$ cat config.mk
export PLATFORM = sky130hd
export DESIGN_NAME = nios_ii_sample_reader_flat
export DESIGN_NICKNAME = d
export VERILOG_FILES = /design/src/rtl/nios_ii_sample_reader_pkg.sv /design/src/rtl/nios_ii_sample_reader_if.sv /design/src/rtl/nios_ii_sample_reader.sv /design/src/flat_wrapper.sv
export SDC_FILE = /design/constraint.sdc
export NUM_CORES = 1
export LEC_CHECK = 0
export ABC_CLOCK_PERIOD_IN_PS = 2100
export BUFFER_PORTS_ARGS = -buffer_cell sky130_fd_sc_hd__clkbuf_2
export CORE_ASPECT_RATIO = 1.1
export CORE_UTILIZATION = 52
export DETAILED_ROUTE_END_ITERATION = 16
export PLACE_DENSITY = 0.81
export RECOVER_POWER = 100
export SLEW_MARGIN = 20
export SYNTH_ARGS = -nofsm -noshare
export SYNTH_HDL_FRONTEND = slang
export SYNTH_SLANG_ARGS = --single-unit
$ cat constraint.sdc
create_clock -name clk -period 2.1 [get_ports clk]
set_input_delay 0.525 -clock clk [delete_from_list [all_inputs] [get_ports clk]]
set_output_delay 0.525 -clock clk [all_outputs]
set_load 0.02 [all_outputs]
$ cat src/rtl/nios_ii_sample_reader_pkg.sv
// Shared definitions for the sample reader: register map, CTRL/STATUS bit
// positions and the playback state encoding.
package nios_ii_sample_reader_pkg;

  // Avalon register offsets
  localparam logic [2:0] REG_START  = 3'd0;
  localparam logic [2:0] REG_END    = 3'd1;
  localparam logic [2:0] REG_CTRL   = 3'd2;
  localparam logic [2:0] REG_STATUS = 3'd3;
  localparam logic [2:0] REG_POS    = 3'd4;

  // CTRL bit positions
  localparam int unsigned CTRL_RUN  = 0;
  localparam int unsigned CTRL_LOOP = 1;

  // STATUS bit positions
  localparam int unsigned STAT_PLAYING = 0;
  localparam int unsigned STAT_DONE    = 1;
  localparam int unsigned STAT_OVERRUN = 2;

  typedef enum logic [1:0] {
    S_IDLE  = 2'd0,
    S_ARMED = 2'd1,
    S_FETCH = 2'd2
  } state_t;

endpackage

$ cat src/rtl/nios_ii_sample_reader_if.sv
// Avalon-MM register port of the sample reader (zero wait states).
interface nios_ii_sample_reader_if;
  logic [2:0]  address;
  logic        chipselect;
  logic        write_n;
  logic [31:0] writedata;
  logic [31:0] readdata;

  modport slave (
    input  address,
    input  chipselect,
    input  write_n,
    input  writedata,
    output readdata
  );

  modport master (
    output address,
    output chipselect,
    output write_n,
    output writedata,
    input  readdata
  );
endinterface

$ cat src/rtl/nios_ii_sample_reader.sv
// Sample RAM playback engine: the NIOS programs a START..END address window
// and RUN/LOOP control; each sample_tick fetches one word from the RAM's
// synchronous read port and presents it with a one-cycle sample_valid.
module nios_ii_sample_reader
  import nios_ii_sample_reader_pkg::*;
#(
  parameter int unsigned ADDR_W = 17,
  parameter int unsigned DATA_W = 16
) (
  input  logic                 clk,
  input  logic                 reset_n,
  nios_ii_sample_reader_if.slave avs,
  input  logic                 sample_tick,
  output logic                 mem_rd_en,
  output logic [ADDR_W-1:0]    mem_rd_address,
  input  logic [DATA_W-1:0]    mem_rd_data,
  output logic [DATA_W-1:0]    sample_out,
  output logic                 sample_valid,
  output logic                 playing
);

  state_t state, state_next;

  logic [ADDR_W-1:0] start_addr;
  logic [ADDR_W-1:0] end_addr;
  logic [ADDR_W-1:0] pos;
  logic              run;
  logic              loop_en;
  logic              done;
  logic              overrun;

  logic wr;
  logic ctrl_wr;
  logic status_wr;
  logic start_cmd;
  logic stop_cmd;
  logic at_end;
  logic tick_drop;

  logic load_pos;
  logic inc_pos;
  logic finish;
  logic deliver;

  logic [31:0] rdata;
  logic        unused_wdata;

  assign wr        = avs.chipselect && !avs.write_n;
  assign ctrl_wr   = wr && (avs.address == REG_CTRL);
  assign status_wr = wr && (avs.address == REG_STATUS);
  assign start_cmd = ctrl_wr && avs.writedata[CTRL_RUN];
  assign stop_cmd  = ctrl_wr && !avs.writedata[CTRL_RUN];
  assign at_end    = (pos == end_addr);
  // Ticks that cannot be serviced: one landing on the fetch cycle, or one
  // coinciding with the start write.
  assign tick_drop = sample_tick && ((state == S_FETCH) || start_cmd);

  assign unused_wdata   = ^avs.writedata[31:ADDR_W];
  assign mem_rd_address = pos;

  // State register
  always_ff @(posedge clk or negedge reset_n) begin
    if (!reset_n) state <= S_IDLE;
    else          state <= state_next;
  end

  // Next-state logic plus the datapath decisions taken on this edge.
  // A CTRL write while running overrides any in-flight fetch, so the read
  // in FETCH is only delivered when no CTRL write is present.
  always_comb begin
    state_next = state;
    load_pos   = 1'b0;
    inc_pos    = 1'b0;
    finish     = 1'b0;
    deliver    = 1'b0;
    unique case (state)
      S_IDLE: begin
        if (start_cmd) begin
          load_pos   = 1'b1;
          state_next = S_ARMED;
        end
      end
      S_ARMED: begin
        if (start_cmd)        load_pos   = 1'b1;
        else if (stop_cmd)    state_next = S_IDLE;
        else if (sample_tick) state_next = S_FETCH;
      end
      S_FETCH: begin
        if (start_cmd) begin
          load_pos   = 1'b1;
          state_next = S_ARMED;
        end else if (stop_cmd) begin
          state_next = S_IDLE;
        end else begin
          deliver = 1'b1;
          if (at_end && loop_en) begin
            load_pos   = 1'b1;
            state_next = S_ARMED;
          end else if (at_end) begin
            finish     = 1'b1;
            state_next = S_IDLE;
          end else begin
            inc_pos    = 1'b1;
            state_next = S_ARMED;
          end
        end
      end
      default: state_next = S_IDLE;
    endcase
  end

  // FSM outputs: RAM read strobe and playing flag
  always_comb begin
    mem_rd_en = 1'b0;
    playing   = (state != S_IDLE);
    if (state == S_ARMED && sample_tick && !ctrl_wr) mem_rd_en = 1'b1;
  end

  // Address window registers
  always_ff @(posedge clk or negedge reset_n) begin
    if (!reset_n) begin
      start_addr <= '0;
      end_addr   <= '0;
    end else if (wr) begin
      if (avs.address == REG_START) start_addr <= avs.writedata[ADDR_W-1:0];
      if (avs.address == REG_END)   end_addr   <= avs.writedata[ADDR_W-1:0];
    end
  end

  // CTRL bits; RUN self-clears when a non-looping pass completes
  always_ff @(posedge clk or negedge reset_n) begin
    if (!reset_n) begin
      run     <= 1'b0;
      loop_en <= 1'b0;
    end else if (ctrl_wr) begin
      run     <= avs.writedata[CTRL_RUN];
      loop_en <= avs.writedata[CTRL_LOOP];
    end else if (finish) begin
      run <= 1'b0;
    end
  end

  // Sticky STATUS flags; a set on the same edge as a clear wins
  always_ff @(posedge clk or negedge reset_n) begin
    if (!reset_n) begin
      done    <= 1'b0;
      overrun <= 1'b0;
    end else begin
      if (finish)                                       done <= 1'b1;
      else if (status_wr && avs.writedata[STAT_DONE])   done <= 1'b0;
      if (tick_drop)                                    overrun <= 1'b1;
      else if (status_wr && avs.writedata[STAT_OVERRUN]) overrun <= 1'b0;
    end
  end

  // Playback address counter, wraps modulo 2^ADDR_W
  always_ff @(posedge clk or negedge reset_n) begin
    if (!reset_n)     pos <= '0;
    else if (load_pos) pos <= start_addr;
    else if (inc_pos)  pos <= pos + 1'b1;
  end

  // Sample capture and valid pulse
  always_ff @(posedge clk or negedge reset_n) begin
    if (!reset_n) begin
      sample_out   <= '0;
      sample_valid <= 1'b0;
    end else begin
      sample_valid <= deliver;
      if (deliver) sample_out <= mem_rd_data;
    end
  end

  // Combinational register read mux
  always_comb begin
    rdata = '0;
    case (avs.address)
      REG_START:  rdata[ADDR_W-1:0] = start_addr;
      REG_END:    rdata[ADDR_W-1:0] = end_addr;
      REG_CTRL: begin
        rdata[CTRL_RUN]  = run;
        rdata[CTRL_LOOP] = loop_en;
      end
      REG_STATUS: begin
        rdata[STAT_PLAYING] = playing;
        rdata[STAT_DONE]    = done;
        rdata[STAT_OVERRUN] = overrun;
      end
      REG_POS:    rdata[ADDR_W-1:0] = pos;
      default:    rdata = '0;
    endcase
  end

  assign avs.readdata = rdata;

endmodule

$ cat src/flat_wrapper.sv
// flat-port wrapper written by rule: the top's interface ports become plain ports
module nios_ii_sample_reader_flat import nios_ii_sample_reader_pkg::*;
#(
  parameter int unsigned ADDR_W = 17,
  parameter int unsigned DATA_W = 16
)
  (clk, reset_n, sample_tick, mem_rd_en, mem_rd_address, mem_rd_data, sample_out, sample_valid, playing, avs_address, avs_chipselect, avs_write_n, avs_writedata, avs_readdata);
  nios_ii_sample_reader_if avs_i ();
  input  logic clk;
  input  logic reset_n;
  input  logic sample_tick;
  output logic mem_rd_en;
  output logic [ADDR_W-1:0] mem_rd_address;
  input  logic [DATA_W-1:0] mem_rd_data;
  output logic [DATA_W-1:0] sample_out;
  output logic sample_valid;
  output logic playing;
  input wire logic [$bits(avs_i.address)-1:0] avs_address;
  input wire logic [$bits(avs_i.chipselect)-1:0] avs_chipselect;
  input wire logic [$bits(avs_i.write_n)-1:0] avs_write_n;
  input wire logic [$bits(avs_i.writedata)-1:0] avs_writedata;
  output wire logic [$bits(avs_i.readdata)-1:0] avs_readdata;
  assign avs_i.address = avs_address;
  assign avs_i.chipselect = avs_chipselect;
  assign avs_i.write_n = avs_write_n;
  assign avs_i.writedata = avs_writedata;
  assign avs_readdata = avs_i.readdata;
  nios_ii_sample_reader #(.ADDR_W(ADDR_W), .DATA_W(DATA_W)) u_core (.clk(clk), .reset_n(reset_n), .avs(avs_i), .sample_tick(sample_tick), .mem_rd_en(mem_rd_en), .mem_rd_address(mem_rd_address), .mem_rd_data(mem_rd_data), .sample_out(sample_out), .sample_valid(sample_valid), .playing(playing));
endmodule
Word level (Yosys, flattened, before mapping)
Index checks and enable logic that the tools add are counted.
{"block": "totals", "elab_cells": 86, "register_bits": 74, "output_inout_bits": 68}
{"block": "op_classes", "muxes": 39, "n_eq_ne": 10, "n_addsub": 1, "reduce_logical": 26}
{"op": "14-bit one-hot mux with 3 select lines", "count": 1}
{"op": "17-bit 2-to-1 mux", "count": 2}
{"op": "1-bit 2-to-1 mux", "count": 25}
{"op": "17-bit by 1-bit adder with 17-bit output (second input constant)", "count": 1}
{"op": "17-bit == test", "count": 1}
{"op": "2-bit 2-to-1 mux", "count": 7}
{"op": "1-bit logical AND", "count": 11}
{"op": "2-bit one-hot mux with 5 select lines", "count": 1}
{"op": "2-bit nonzero test", "count": 5}
{"op": "3-bit by 2-bit == test with 1-bit output (second input constant)", "count": 2}
{"op": "2-bit one-hot mux with 3 select lines", "count": 1}
{"op": "1-bit one-hot mux with 4 select lines", "count": 1}
{"op": "2-bit AND reduction", "count": 2}
{"op": "3-bit by 1-bit == test with 1-bit output (second input constant)", "count": 1}
{"op": "3-bit == test (second input constant)", "count": 1}
{"op": "1-bit zero test", "count": 3}
{"op": "3-bit zero test", "count": 1}
{"op": "3-bit by 2-bit inequality test with 1-bit output (second input constant)", "count": 1}
{"op": "3-bit AND reduction", "count": 1}
{"op": "2-bit by 1-bit == test with 1-bit output (second input constant)", "count": 1}
{"op": "2-bit == test (second input constant)", "count": 1}
{"op": "2-bit zero test", "count": 1}
{"op": "2-bit by 1-bit inequality test with 1-bit output (second input constant)", "count": 1}
{"op": "2-bit inequality test (second input constant)", "count": 1}
{"op": "other kinds (3)", "count": 3}

Logic depth before layout (Yosys ltp)
Gate-level depths: netlist (run 1).
{"block": "depth", "word_depth": 9, "ltp_mapped": 9}

Least setup slack after synthesis (run 1)
OpenSTA, ideal clock, no wires.
{"block": "synth_path", "path_kind": "register to output", "from": "reg u_core.state[1]", "to": "out avs_readdata[0]", "setup_slack_ns": -0.004, "arrival_ns": 1.579, "n_path_buf": 0, "path_stages_with_launch": 5, "cell_sequence": "dfrtp_1 or2_1 mux4_2 nor2b_1 a31o_2"}
{"block": "synth_via", "elab_chain_cells": 2}
{"item": "start: declaration", "line": "nios_ii_sample_reader.sv:22", "text": "state_t state, state_next;"}
{"item": "start signal: assignment", "line": "nios_ii_sample_reader.sv:64", "text": "else state <= state_next;"}
{"item": "2-bit nonzero test", "line": "nios_ii_sample_reader.sv:115", "text": "playing = (state != S_IDLE);"}
{"item": "named net playing", "line": "flat_wrapper.sv:17", "text": "output logic playing;"}
{"item": "2-bit one-hot mux with 5 select lines", "line": "nios_ii_sample_reader.sv:177", "text": "case (avs.address)"}
{"item": "end: declaration", "line": "flat_wrapper.sv:22", "text": "output wire logic [$bits(avs_i.readdata)-1:0] avs_readdata;"}
The timed path passes the listed nets, and every way through them passes these cells.

Worst setup path in the final report (run 1)
{"block": "layout_path", "from": "reg u_core.state[1]", "to": "out avs_readdata[0]"}
{"block": "layout_via", "elab_chain_cells": 2}
{"item": "2-bit nonzero test", "line": "nios_ii_sample_reader.sv:115"}
{"item": "2-bit one-hot mux with 5 select lines", "line": "nios_ii_sample_reader.sv:177"}
No other way between the ends.

==> impl_results.rst, run 1 <==
.. list-table::
   :header-rows: 1

   * - Metric
     - Value
   * - Overall die width
     - slightly below 90 um
   * - Maximum clock frequency
     - 410 MHz
   * - Family with the most delay on the worst path
     - multiplexers
   * - Number of max-cap violations
     - 1
   * - DRC violation total after the first TritonRoute iteration
     - ~340
   * - Placed cell area
     - between 4000 and 5000 um^2
   * - Cell area after layout
     - 5150 um^2
   * - Final total negative setup slack
     - -705 ps
   * - Average routed wire per standard cell
     - around 16 um
   * - Boundary pin count
     - around 120
   * - Sequential element share of the synthesized area
     - between 40% and 50%
   * - Final Wtd Congestion
     - between 0.8 and 0.9
   * - Type of element capturing the critical path
     - output port
   * - Final-report hold violation count
     - 0
   * - Number of buffers created by CTS
     - 9
   * - Overflow left after global routing
     - 0
   * - Path type of the worst setup path
     - flop to output port
   * - Critical path's slowest cell
     - sky130_fd_sc_hd__mux4_2
   * - Stage delay of the slowest cell on the critical path
     - about 450 ps
   * - HPWL Detailed
     - 7.58 mm
   * - Via count normalized by instance count
     - 5.63
   * - Pins Over Slew Limit
     - 75
   * - Failing checks
     - max-capacitance violations, max-slew violations, negative setup slack
   * - Summed instance area of the synthesized netlist
     - between 4000 and 5000 um^2
   * - Num Clock Sinks
     - 74
   * - Post-synth ARST share
     - 100%
   * - Leakage component of the power
     - 2.48 nW
   * - Gate Count Post-Synth
     - between 400 and 500
   * - DRC violation count after routing
     - 0
   * - Number of buffers between clock root and the deepest sink
     - 2
   * - Number of global-route vias before repair
     - about 3700
   * - Largest net degree at the start of global routing
     - 75
   * - Mapped Avg Cell Area
     - between 9 and 10 um^2
   * - Placed Cells incl. Taps
     - between 600 and 700
   * - Most frequently used flop master after synthesis
     - sky130_fd_sc_hd__dfrtp_1
   * - Highest-count cells in the layout ignoring fill and taps
     - 74 x sky130_fd_sc_hd__dfrtp_1, 71 x sky130_fd_sc_hd__nand2_1, 54 x sky130_fd_sc_hd__clkbuf_2
   * - Antenna diodes
     - 0
   * - Post-layout min period
     - ~2400 ps
   * - Vias
     - roughly 3700
   * - Initial Utilization
     - 54.2%
   * - Final Skew
     - about 7 ps
   * - Launch point of the critical path
     - u_core.state[1]
   * - Layout Area Growth over Synthesis
     - 25.9%
   * - Wire length of the first global-routing pass
     - ~17 mm
   * - Insertion delay to the later sink of the worst-skew pair
     - ~350 ps
   * - Initial antenna violation count
     - 0
   * - Root Driver
     - sky130_fd_sc_hd__clkbuf_8
   * - Worst IR Drop VDD
     - about 0.74 mV
   * - Data required time of the critical path
     - 1570 ps
   * - Endpoint of the worst hold-timing path
     - u_core.sample_out[10]
   * - Startpoint of the most critical register-to-register path
     - u_core.end_addr[9]
   * - Die outline height
     - 95.0 um
   * - Post-synth cell types
     - 54
   * - Normalized max-slew margin
     - -8.41%
   * - Most common cell after layout, fill and taps aside
     - sky130_fd_sc_hd__dfrtp_1
   * - Router iterations before antenna repair
     - 6
   * - Antenna-violating nets left
     - 0
   * - Area of the core region
     - 7560 um^2
   * - Clock transition at path regs
     - approximately 80 ps
   * - Number of flops mapped to enable cells by yosys
     - 0
   * - Total power
     - around 5.7 mW
   * - Number of stages on the worst hold path
     - 3
   * - Run status
     - finished, violations left
   * - Minimum setup slack in the final design
     - -340 ps
   * - Hold/Removal Path Class
     - input pin to flop
   * - Buffering stage count on the worst path with inverters included
     - 1
   * - Arrival time of the worst setup path
     - 1910 ps
   * - Fraction of final layout cells sized beyond drive strength 1
     - about a third
   * - Wire length after detailed routing
     - around 11 mm
   * - GR Util All Layers
     - roughly 28%
   * - Count of synthesis-stage warnings from yosys
     - 0
   * - Die area
     - 8230 um^2
   * - Crit path cell chain
     - or2_4 > mux4_2 > nor2b_1 > a31o_2 > buf_6
   * - Number of nets in the layout
     - a little over 600
   * - Critical path launch point type
     - flop
   * - Final cell utilization of the core
     - between 60% and 70%
   * - Post-synthesis sequential element count
     - 74
   * - End of the worst register-to-register path
     - u_core.mem_rd_address[10]
   * - Std cell rows
     - 33
   * - Worst-path fanout max
     - 2
   * - Setup violators final
     - 9
   * - PD cells
     - approximately 1100 nW/um^2
   * - Total number of H-tree levels
     - 3
   * - RSZ-0062 raised after global routing
     - yes
   * - # fillers
     - 620
   * - Port-buffer cells
     - 93
   * - Hold path start
     - mem_rd_data[10]
   * - Number of standard cells in the layout, taps in and fillers out
     - around 660
   * - Slew at the pin with the worst max-slew slack
     - 1630 ps
   * - R2R depth
     - 7
   * - Setup slack of the most critical reg-to-reg path
     - -120 ps
   * - Share of the clock period used by the worst path
     - 116%
   * - TritonCTS clock tree
     - done
==> cell type report <==
cell class	count	area, um^2	area share [%]
Clock buffer	9	124	2.40
Clock inverter	7	118	2.28
Inverter	7	26.3	0.510
Multi-Input combinational cell	316	2070	40.1
Sequential cell	74	1850	35.9
Tap cell	105	131	2.55
Timing Repair Buffer	146	835	16.2
==> worst min-delay path, cell delays in order <==
cell and delay, ps:
sky130_fd_sc_hd__clkbuf_2 70, sky130_fd_sc_hd__nand2_1 40, sky130_fd_sc_hd__nand2_1 40
==> kinds of logic (layout without fill, tap and decap cells) <==
kind of cell               after synthesis  in the layout  synth area share (%)
and+or+nand+nor                        163            163                  18.5
DFF                                     74             74                  45.2
AOI/OAI and AO/OA                       63             63                  10.6
muxes                                   57             57                  15.4
buffers and inverters                   44            169                  6.21
xor gates and xnor gates                17             17                  3.64
adders and majority gates                1              1                 0.306
other                                    1             15                0.0916
==> metrics by stage <==
step / hold slack (ps) / setup WS (ps)
5_1_grt: 352 / -407
3_3_place_gp: 459 / -76.1
3_5_place_dp: 466 / -115
2_1_floorplan: 229 / 30.7
4_1_cts: 206 / -364
6_report: 365 / -340
==> state kept, by name, indices dropped and copies added, names as in the netlist <==
signal,cells
u_core.start_addr,17
u_core.loop_en,1
u_core.sample_out,16
u_core.done,1
u_core.overrun,1
u_core.sample_valid,1
u_core.mem_rd_address,17
u_core.state,2
u_core.end_addr,17
u_core.run,1
==> timing repair <==
action | 4_1_cts | 5_1_grt
pin swaps | 0 | 6
resized for setup | 1 | 26
gates cloned | 0 | 0
setup buffers | 1 | 3
endpoints found under the setup margin | 7 | 31
hold buffers | 0 | 0
==> power by group <==
part | internal (mW) | switching, mW
clock | 0.789 | 0.541
sequential | 1.86 | 0.347
combinational | 0.868 | 1.26
total | 3.52 | 2.15
==> synthesized netlist by cell type (2+ instances only) <==
| cell | count | area share (%) |
|---|---|---|
| sky130_fd_sc_hd__a32oi_1 | 2 | 0.43 |
| sky130_fd_sc_hd__o21ai_1 | 4 | 0.49 |
| sky130_fd_sc_hd__o311ai_1 | 4 | 0.86 |
| sky130_fd_sc_hd__a221o_1 | 3 | 0.73 |
| sky130_fd_sc_hd__a22o_1 | 3 | 0.64 |
| sky130_fd_sc_hd__or3_1 | 2 | 0.31 |
| sky130_fd_sc_hd__and2_1 | 4 | 0.61 |
| sky130_fd_sc_hd__xor2_1 | 2 | 0.43 |
| sky130_fd_sc_hd__buf_6 | 2 | 0.55 |
| sky130_fd_sc_hd__buf_4 | 16 | 2.9 |
| sky130_fd_sc_hd__nor3_1 | 4 | 0.49 |
| sky130_fd_sc_hd__a211oi_1 | 2 | 0.37 |
| sky130_fd_sc_hd__a21o_1 | 4 | 0.73 |
| sky130_fd_sc_hd__nand3_1 | 15 | 1.8 |
| sky130_fd_sc_hd__xnor2_1 | 15 | 3.2 |
| sky130_fd_sc_hd__nand2_1 | 71 | 6.5 |
| sky130_fd_sc_hd__a21oi_1 | 23 | 2.8 |
| sky130_fd_sc_hd__nor3_4 | 2 | 0.79 |
| sky130_fd_sc_hd__nor4_1 | 2 | 0.31 |
| sky130_fd_sc_hd__inv_1 | 6 | 0.55 |
| sky130_fd_sc_hd__clkbuf_1 | 8 | 0.73 |
| sky130_fd_sc_hd__a41o_1 | 2 | 0.49 |
| sky130_fd_sc_hd__nor2_1 | 41 | 3.8 |
| sky130_fd_sc_hd__or4_1 | 2 | 0.37 |
| sky130_fd_sc_hd__o211ai_1 | 4 | 0.73 |
| sky130_fd_sc_hd__nor2b_1 | 3 | 0.46 |
| sky130_fd_sc_hd__o21ai_0 | 2 | 0.24 |
| sky130_fd_sc_hd__buf_2 | 11 | 1.3 |
| sky130_fd_sc_hd__mux2_2 | 37 | 10 |
| sky130_fd_sc_hd__a22oi_1 | 2 | 0.37 |
| sky130_fd_sc_hd__nand4_1 | 8 | 1.2 |
| sky130_fd_sc_hd__dfrtp_1 | 74 | 45 |
| sky130_fd_sc_hd__mux2i_1 | 19 | 4.6 |
==> worst max-delay path by stage <==
stage               slack [ps]                         to  depth (start not counted)
detailed placement        -120  u_core.mem_rd_address[10]                          8
CTS                       -360            avs_readdata[0]                          5
global placement           -80            avs_readdata[0]                          5
global route              -410            avs_readdata[0]                          5
finish                    -340            avs_readdata[0]                          5
floorplan                   30           avs_readdata[14]                          6
==> routing by layer <==
layer | vias to the layer above | part of all wire [%] | track usage, %
met3 | 32 | 6.4 | 5.45
met5 | - | 0 | 0
li1 | 1705 | - | -
met4 | 0 | 2.7 | 11.8
met2 | 187 | 49 | 46.3
met1 | 1812 | 42 | 34.6
Power figures use the tool's default switching activity.
==> run 2: changes to the inputs <==
==> constraint.sdc (replaced) <==
create_clock -name clk -period 2.1 [get_ports clk]
set_input_delay 0.42 -clock clk [delete_from_list [all_inputs] [get_ports clk]]
set_output_delay 0.42 -clock clk [all_outputs]
set_load 0.02 [all_outputs]
==> impl_results.rst, run 2 (same netlist as run 1, synthesis figures left out) <==
.. list-table::
   :header-rows: 1

   * - Metric
     - Value
   * - Area of the core region
     - ~7600 um^2
   * - Buffering stage count on the worst path with inverters included
     - 1
   * - Total power
     - 5.76 mW
   * - Slew at the pin with the worst max-slew slack
     - approximately 700 ps
   * - Worst IR Drop VDD
     - roughly 0.77 mV
   * - Number of nets in the layout
     - 610
   * - DRC violation total after the first TritonRoute iteration
     - between 300 and 400
   * - Largest net degree at the start of global routing
     - 29
   * - Stage delay of the slowest cell on the critical path
     - roughly 470 ps
   * - Number of max-cap violations
     - 0
   * - Num Clock Sinks
     - 74
   * - Pins Over Slew Limit
     - 0
   * - Critical path's slowest cell
     - sky130_fd_sc_hd__mux4_2
   * - TritonCTS clock tree
     - done
   * - Vias
     - between 3000 and 4000
   * - Setup slack after placement
     - roughly 53 ps
   * - Router iterations before antenna repair
     - 4
   * - Final-report hold violation count
     - 0
   * - Global routing usage on met1
     - 33.9%
   * - Via count normalized by instance count
     - 5.57
   * - Overflow left after global routing
     - 0
   * - Worst-path fanout max
     - 2
   * - Share of the clock period used by the worst path
     - 111%
   * - Average routed wire per standard cell
     - ~16 um
   * - Family with the most delay on the worst path
     - multiplexers
   * - Number of stages on the worst hold path
     - 3
   * - PD cells
     - roughly 1100 nW/um^2
   * - Area occupied by multi-input gates
     - 2120 um^2
   * - GRT busiest layer
     - met2
   * - Arrival time of the worst setup path
     - 1920 ps
   * - # fillers
     - 576
   * - Critical path launch point type
     - flop
   * - Data required time of the critical path
     - approximately 1700 ps
   * - Std cell rows
     - 33
   * - Crit path cell chain
     - or2_1 > mux4_2 > nor2b_4 > a31o_4 > buf_8
   * - Final cell utilization of the core
     - around 70%
   * - DRC violation count after routing
     - 0
   * - Clock transition at path regs
     - 70 ps
   * - Antenna-violating nets left
     - 0
   * - Wire length after detailed routing
     - approximately 11 mm
   * - Die outline height
     - ~95 um
   * - Final Skew
     - approximately 11 ps
   * - Total number of H-tree levels
     - 3
   * - Highest-count cells in the layout ignoring fill and taps
     - 94 x sky130_fd_sc_hd__clkbuf_2, 73 x sky130_fd_sc_hd__dfrtp_1, 70 x sky130_fd_sc_hd__nand2_1
   * - Failing checks
     - negative setup slack
   * - R2R depth
     - 9
   * - Port-buffer cells
     - between 90 and 100
   * - Number of buffers between clock root and the deepest sink
     - 2
   * - Boundary pin count
     - between 100 and 150
   * - Die area
     - roughly 8000 um^2
   * - RSZ-0062 raised after global routing
     - yes
   * - Root Driver
     - sky130_fd_sc_hd__clkbuf_8
   * - GR Util All Layers
     - between 20% and 30%
   * - Placed Cells incl. Taps
     - ~640
   * - Insertion delay to the later sink of the worst-skew pair
     - approximately 360 ps
   * - Cell area after layout
     - roughly 5300 um^2
   * - Fraction of final layout cells sized beyond drive strength 1
     - a little under 40%
   * - Total stage count of the critical path
     - 5
   * - Most common cell after layout, fill and taps aside
     - sky130_fd_sc_hd__clkbuf_2
   * - Normalized max-slew margin
     - between 50 and 60%
   * - Number of standard cells in the layout, taps in and fillers out
     - 663
   * - HPWL Detailed
     - about 7.7 mm
   * - Hold/Removal Path Class
     - input pin to flop
   * - Number of global-route vias before repair
     - around 3600
   * - Leakage component of the power
     - ~2.6 nW
   * - Wire length of the first global-routing pass
     - ~17 mm
   * - Number of buffers created by CTS
     - 9
   * - Initial antenna violation count
     - 0
   * - Run status
     - finished, violations left
   * - Antenna diodes
     - 0
   * - Setup violators final
     - 1
   * - Met3 track utilization from global routing
     - 6.15%
   * - Path type of the worst setup path
     - flop to output port
   * - Layout Area Growth over Synthesis
     - 29.0%
   * - Global routing usage on met2
     - between 40% and 50%
   * - Reg area
     - approximately 1900 um^2
   * - Final Wtd Congestion
     - a little under 0.9
   * - Post-layout min period
     - roughly 2300 ps
   * - Maximum clock frequency
     - approximately 430 MHz
   * - Placed cell area
     - 4890 um^2
   * - Type of element capturing the critical path
     - output port
   * - Initial Utilization
     - a little over half
   * - Overall die width
     - 86.6 um
   * - Minimum setup slack in the final design
     - -241 ps
[run 2: path summary, 6_finish.rpt]
kind	to	slack, ps	from
hold / removal	u_core.sample_out[15]	250	mem_rd_data[15]
min in group asynchronous	u_core.end_addr[3]	610	reset_n
setup reg to reg	u_core.mem_rd_address[10]	20	u_core.state[1]
setup / recovery	avs_readdata[0]	-240	u_core.state[1]
hold reg to reg	u_core.sample_out[7]	480	u_core.sample_out[7]
max in group asynchronous	u_core.start_addr[13]	360	reset_n
[run 2: what timing repair did]
action | CTS | global route
setup buffers | 1 | 6
pin swaps | 1 | 11
endpoints found under the setup margin | 1 | 21
hold buffers | 1 | 0
gates resized for setup | 2 | 18
endpoints found under the hold margin | 9 | 0
[run 2: layout make-up]
type / instances / area share (%)
tap: 105 / 2.49
sequential: 74 / 35.1
clock inverter: 4 / 1.37
timing repair buffer: 145 / 17.2
clock buffer: 12 / 3.13
inverter: 7 / 0.498
multi-input combinational: 316 / 40.2
[run 2: worst reg2reg max path, cell delays in order, from the launching register on]
cell and delay, ps:
sky130_fd_sc_hd__dfrtp_1 340, sky130_fd_sc_hd__buf_4 100, sky130_fd_sc_hd__clkbuf_1 180, sky130_fd_sc_hd__nand2b_1 120, sky130_fd_sc_hd__nand2b_2 230, sky130_fd_sc_hd__inv_2 90
sky130_fd_sc_hd__buf_4 170, sky130_fd_sc_hd__nand3_2 140, sky130_fd_sc_hd__o31a_1 280, sky130_fd_sc_hd__a221o_1 300
[run 2: per-layer routing]
metal	vias up	share of wire [%]
met3	22	7.2
li1	1704	-
met2	159	50
met4	0	2.2
met1	1810	41
met5	-	0
[run 2: power by group]
part	leakage [nW]	internal [mW]	switching (mW)
logic	1.59	0.962	1.26
registers	0.918	1.86	0.375
clock network	0.119	0.764	0.527
total	2.62	3.59	2.17
[run 2: stage by stage]
step                setup TNS [ps]  hold WS [ps]
CTS                           -267           238
finish                        -241           251
detailed placement               0           333
global placement                 0           335
floorplan                        0           124
global route                  -931           246
==> run 3: changes to the inputs <==
--- a/config.mk
+++ b/config.mk
@@ -12,6 +12,7 @@
 export DETAILED_ROUTE_END_ITERATION = 16
 export PLACE_DENSITY = 0.81
 export RECOVER_POWER = 100
+export SETUP_SLACK_MARGIN = 0.3
 export SLEW_MARGIN = 20
 export SYNTH_ARGS = -nofsm -noshare
 export SYNTH_HDL_FRONTEND = slang
==> impl_results.rst, run 3 (same netlist as run 1, synthesis figures left out) <==
.. list-table::
   :header-rows: 1

   * - Metric
     - Value
   * - Failing checks
     - max-capacitance violations, max-slew violations, negative setup slack
   * - Wire length after detailed routing
     - 17.4 mm
   * - Total power
     - ~6.4 mW
   * - GR Util All Layers
     - a little under two fifths
   * - Total number of H-tree levels
     - 3
   * - Final cell utilization of the core
     - 82.9%
   * - Crit path cell chain
     - clkbuf_1 > nor3b_1 > nand3_1 > a21oi_1 > a41o_1 > buf_6 > nor2_4 > a221o_1
   * - Cell area after layout
     - 6270 um^2
   * - Worst IR Drop VDD
     - around 0.82 mV
   * - Area of the core region
     - roughly 7600 um^2
   * - Path type of the worst setup path
     - input pin to flop
   * - Root Driver
     - sky130_fd_sc_hd__clkbuf_8
   * - Number of max-cap violations
     - 1
   * - TritonCTS clock tree
     - done
   * - Boundary pin count
     - 124
   * - Stage delay of the slowest cell on the critical path
     - around 630 ps
   * - Largest net degree at the start of global routing
     - 75
   * - Final Skew
     - roughly 20 ps
   * - Placed cell area
     - about 5000 um^2
   * - Setup slack after placement
     - -47.1 ps
   * - Number of buffers added to fix hold violations after cts
     - 0
   * - Post-layout min period
     - 2400 ps
   * - Overflow left after global routing
     - 0
   * - Arrival time of the worst setup path
     - around 2600 ps
   * - Minimum setup slack in the final design
     - -302 ps
   * - Vias
     - about 4700
   * - Slew at the pin with the worst max-slew slack
     - roughly 1800 ps
   * - Overall die width
     - ~87 um
   * - RSZ-0062 raised after global routing
     - yes
   * - Critical path launch point type
     - input pin
   * - Initial antenna violation count
     - 1
   * - Number of global-route vias before repair
     - about 4300
   * - Average routed wire per standard cell
     - between 20 and 25 um
   * - Via count normalized by instance count
     - 6.52
   * - PD cells
     - a little over 1000 nW/um^2
   * - Number of buffers between clock root and the deepest sink
     - 2
   * - Pins Over Slew Limit
     - 75
   * - Leakage component of the power
     - 2.94 nW
   * - Setup violators final
     - 21
   * - Wire length of the first global-routing pass
     - between 20 and 25 mm
   * - Critical path's slowest cell
     - sky130_fd_sc_hd__nor3b_1
   * - Die area
     - 8230 um^2
   * - Number of buffers created by CTS
     - 9
   * - Most common cell after layout, fill and taps aside
     - sky130_fd_sc_hd__dfrtp_1
   * - Post-Route Hold Slack
     - 246 ps
   * - Normalized max-slew margin
     - -19.8%
   * - Die outline height
     - approximately 95 um
   * - Initial Utilization
     - 54.2%
   * - Hold path start
     - mem_rd_data[2]
   * - Share of the clock period used by the worst path
     - 114%
   * - Clock transition at path regs
     - roughly 80 ps
   * - Hold/Removal Path Class
     - input pin to flop
   * - # fillers
     - between 300 and 400
   * - Antenna-violating nets left
     - 0
   * - Type of element capturing the critical path
     - flop
   * - Worst-path fanout max
     - 6
   * - Final-report hold violation count
     - 0
   * - Highest-count cells in the layout ignoring fill and taps
     - 68 x sky130_fd_sc_hd__dfrtp_1, 67 x sky130_fd_sc_hd__nand2_1, 55 x sky130_fd_sc_hd__clkbuf_2
   * - Router iterations before antenna repair
     - 6
   * - DRC violation count after routing
     - 0
   * - DRC violation total after the first TritonRoute iteration
     - ~550
   * - Number of nets in the layout
     - between 600 and 700
   * - Family with the most delay on the worst path
     - simple AND/OR/NAND/NOR gates
   * - Buffering stage count on the worst path with inverters included
     - 2
   * - Launch point of the critical path
     - avs_address[2]
   * - Std cell rows
     - 33
   * - HPWL Detailed
     - around 7.8 mm
   * - Num Clock Sinks
     - 74
   * - Maximum clock frequency
     - between 400 and 500 MHz
   * - Final Wtd Congestion
     - a little under 0.9
   * - Run status
     - finished, violations left
   * - Layout Area Growth over Synthesis
     - 53.1%
   * - Data required time of the critical path
     - approximately 2300 ps
   * - Fraction of final layout cells sized beyond drive strength 1
     - slightly above 50%
   * - Insertion delay to the later sink of the worst-skew pair
     - ~370 ps
   * - Startpoint of the most critical register-to-register path
     - u_core.end_addr[7]
   * - Port-buffer cells
     - slightly above 90
run 3: cell type report:
cell class                      count  area [um^2]  area share [%]
Tap cell                          105          131            2.10
Inverter                            7         26.3           0.419
Multi-Input combinational cell    318         2480            39.6
Clock buffer                       11          131            2.10
Sequential cell                    74         1860            29.7
Clock inverter                      4         45.0           0.719
Antenna cell                        1         2.50          0.0399
Timing Repair Buffer              197         1590            25.3
run 3: path summary, 6_finish.rpt:
check                                            end  slack, ps  cells after the start
max                        u_core.mem_rd_address[14]       -300                      8
min                             u_core.sample_out[2]        250                      3
max reg2reg                u_core.mem_rd_address[14]       -200                      7
min reg2reg                     u_core.sample_out[2]        480                      2
max in group asynchronous   u_core.mem_rd_address[5]        280                      2
min in group asynchronous       u_core.start_addr[1]        620                      2
run 3: worst min-delay path, stage by stage:
cell                       delay (ps)
sky130_fd_sc_hd__clkbuf_2          70
sky130_fd_sc_hd__nand2_1           40
sky130_fd_sc_hd__nand2_1           40
run 3: stage by stage:
stage / setup TNS [ps] / std cells
final: -3860 / 717
after CTS: -260 / 704
after global routing: -5110 / 716
after floorplan: 0 / 434
after detailed placement: -109 / 647
after global placement: -23.0 / 647
run 3: timing repair:
| item | 4_1_cts | 5_1_grt |
|---|---|---|
| endpoints found under the setup margin | 38 | 38 |
| endpoints found under the hold margin | 0 | 0 |
| pin swaps | 41 | 29 |
| gates cloned | 2 | 1 |
| gates resized for setup | 113 | 57 |
| buffers inserted | 40 | 11 |
run 3: layer usage:
metal	vias to the layer above	global-route usage (%)	wire length, um
met2	462	59.7	7810
met3	164	7.10	1960
met4	0	25.6	1570
met5	-	0	0
li1	1818	-	-
met1	2233	45.4	6090
run 3: report_power, final:
group | switching, mW | internal [mW] | leakage (nW)
clock | 0.554 | 0.538 | 0.0929
sequential | 0.451 | 1.87 | 0.913
combinational | 1.69 | 1.32 | 1.93
total | 2.69 | 3.72 | 2.94
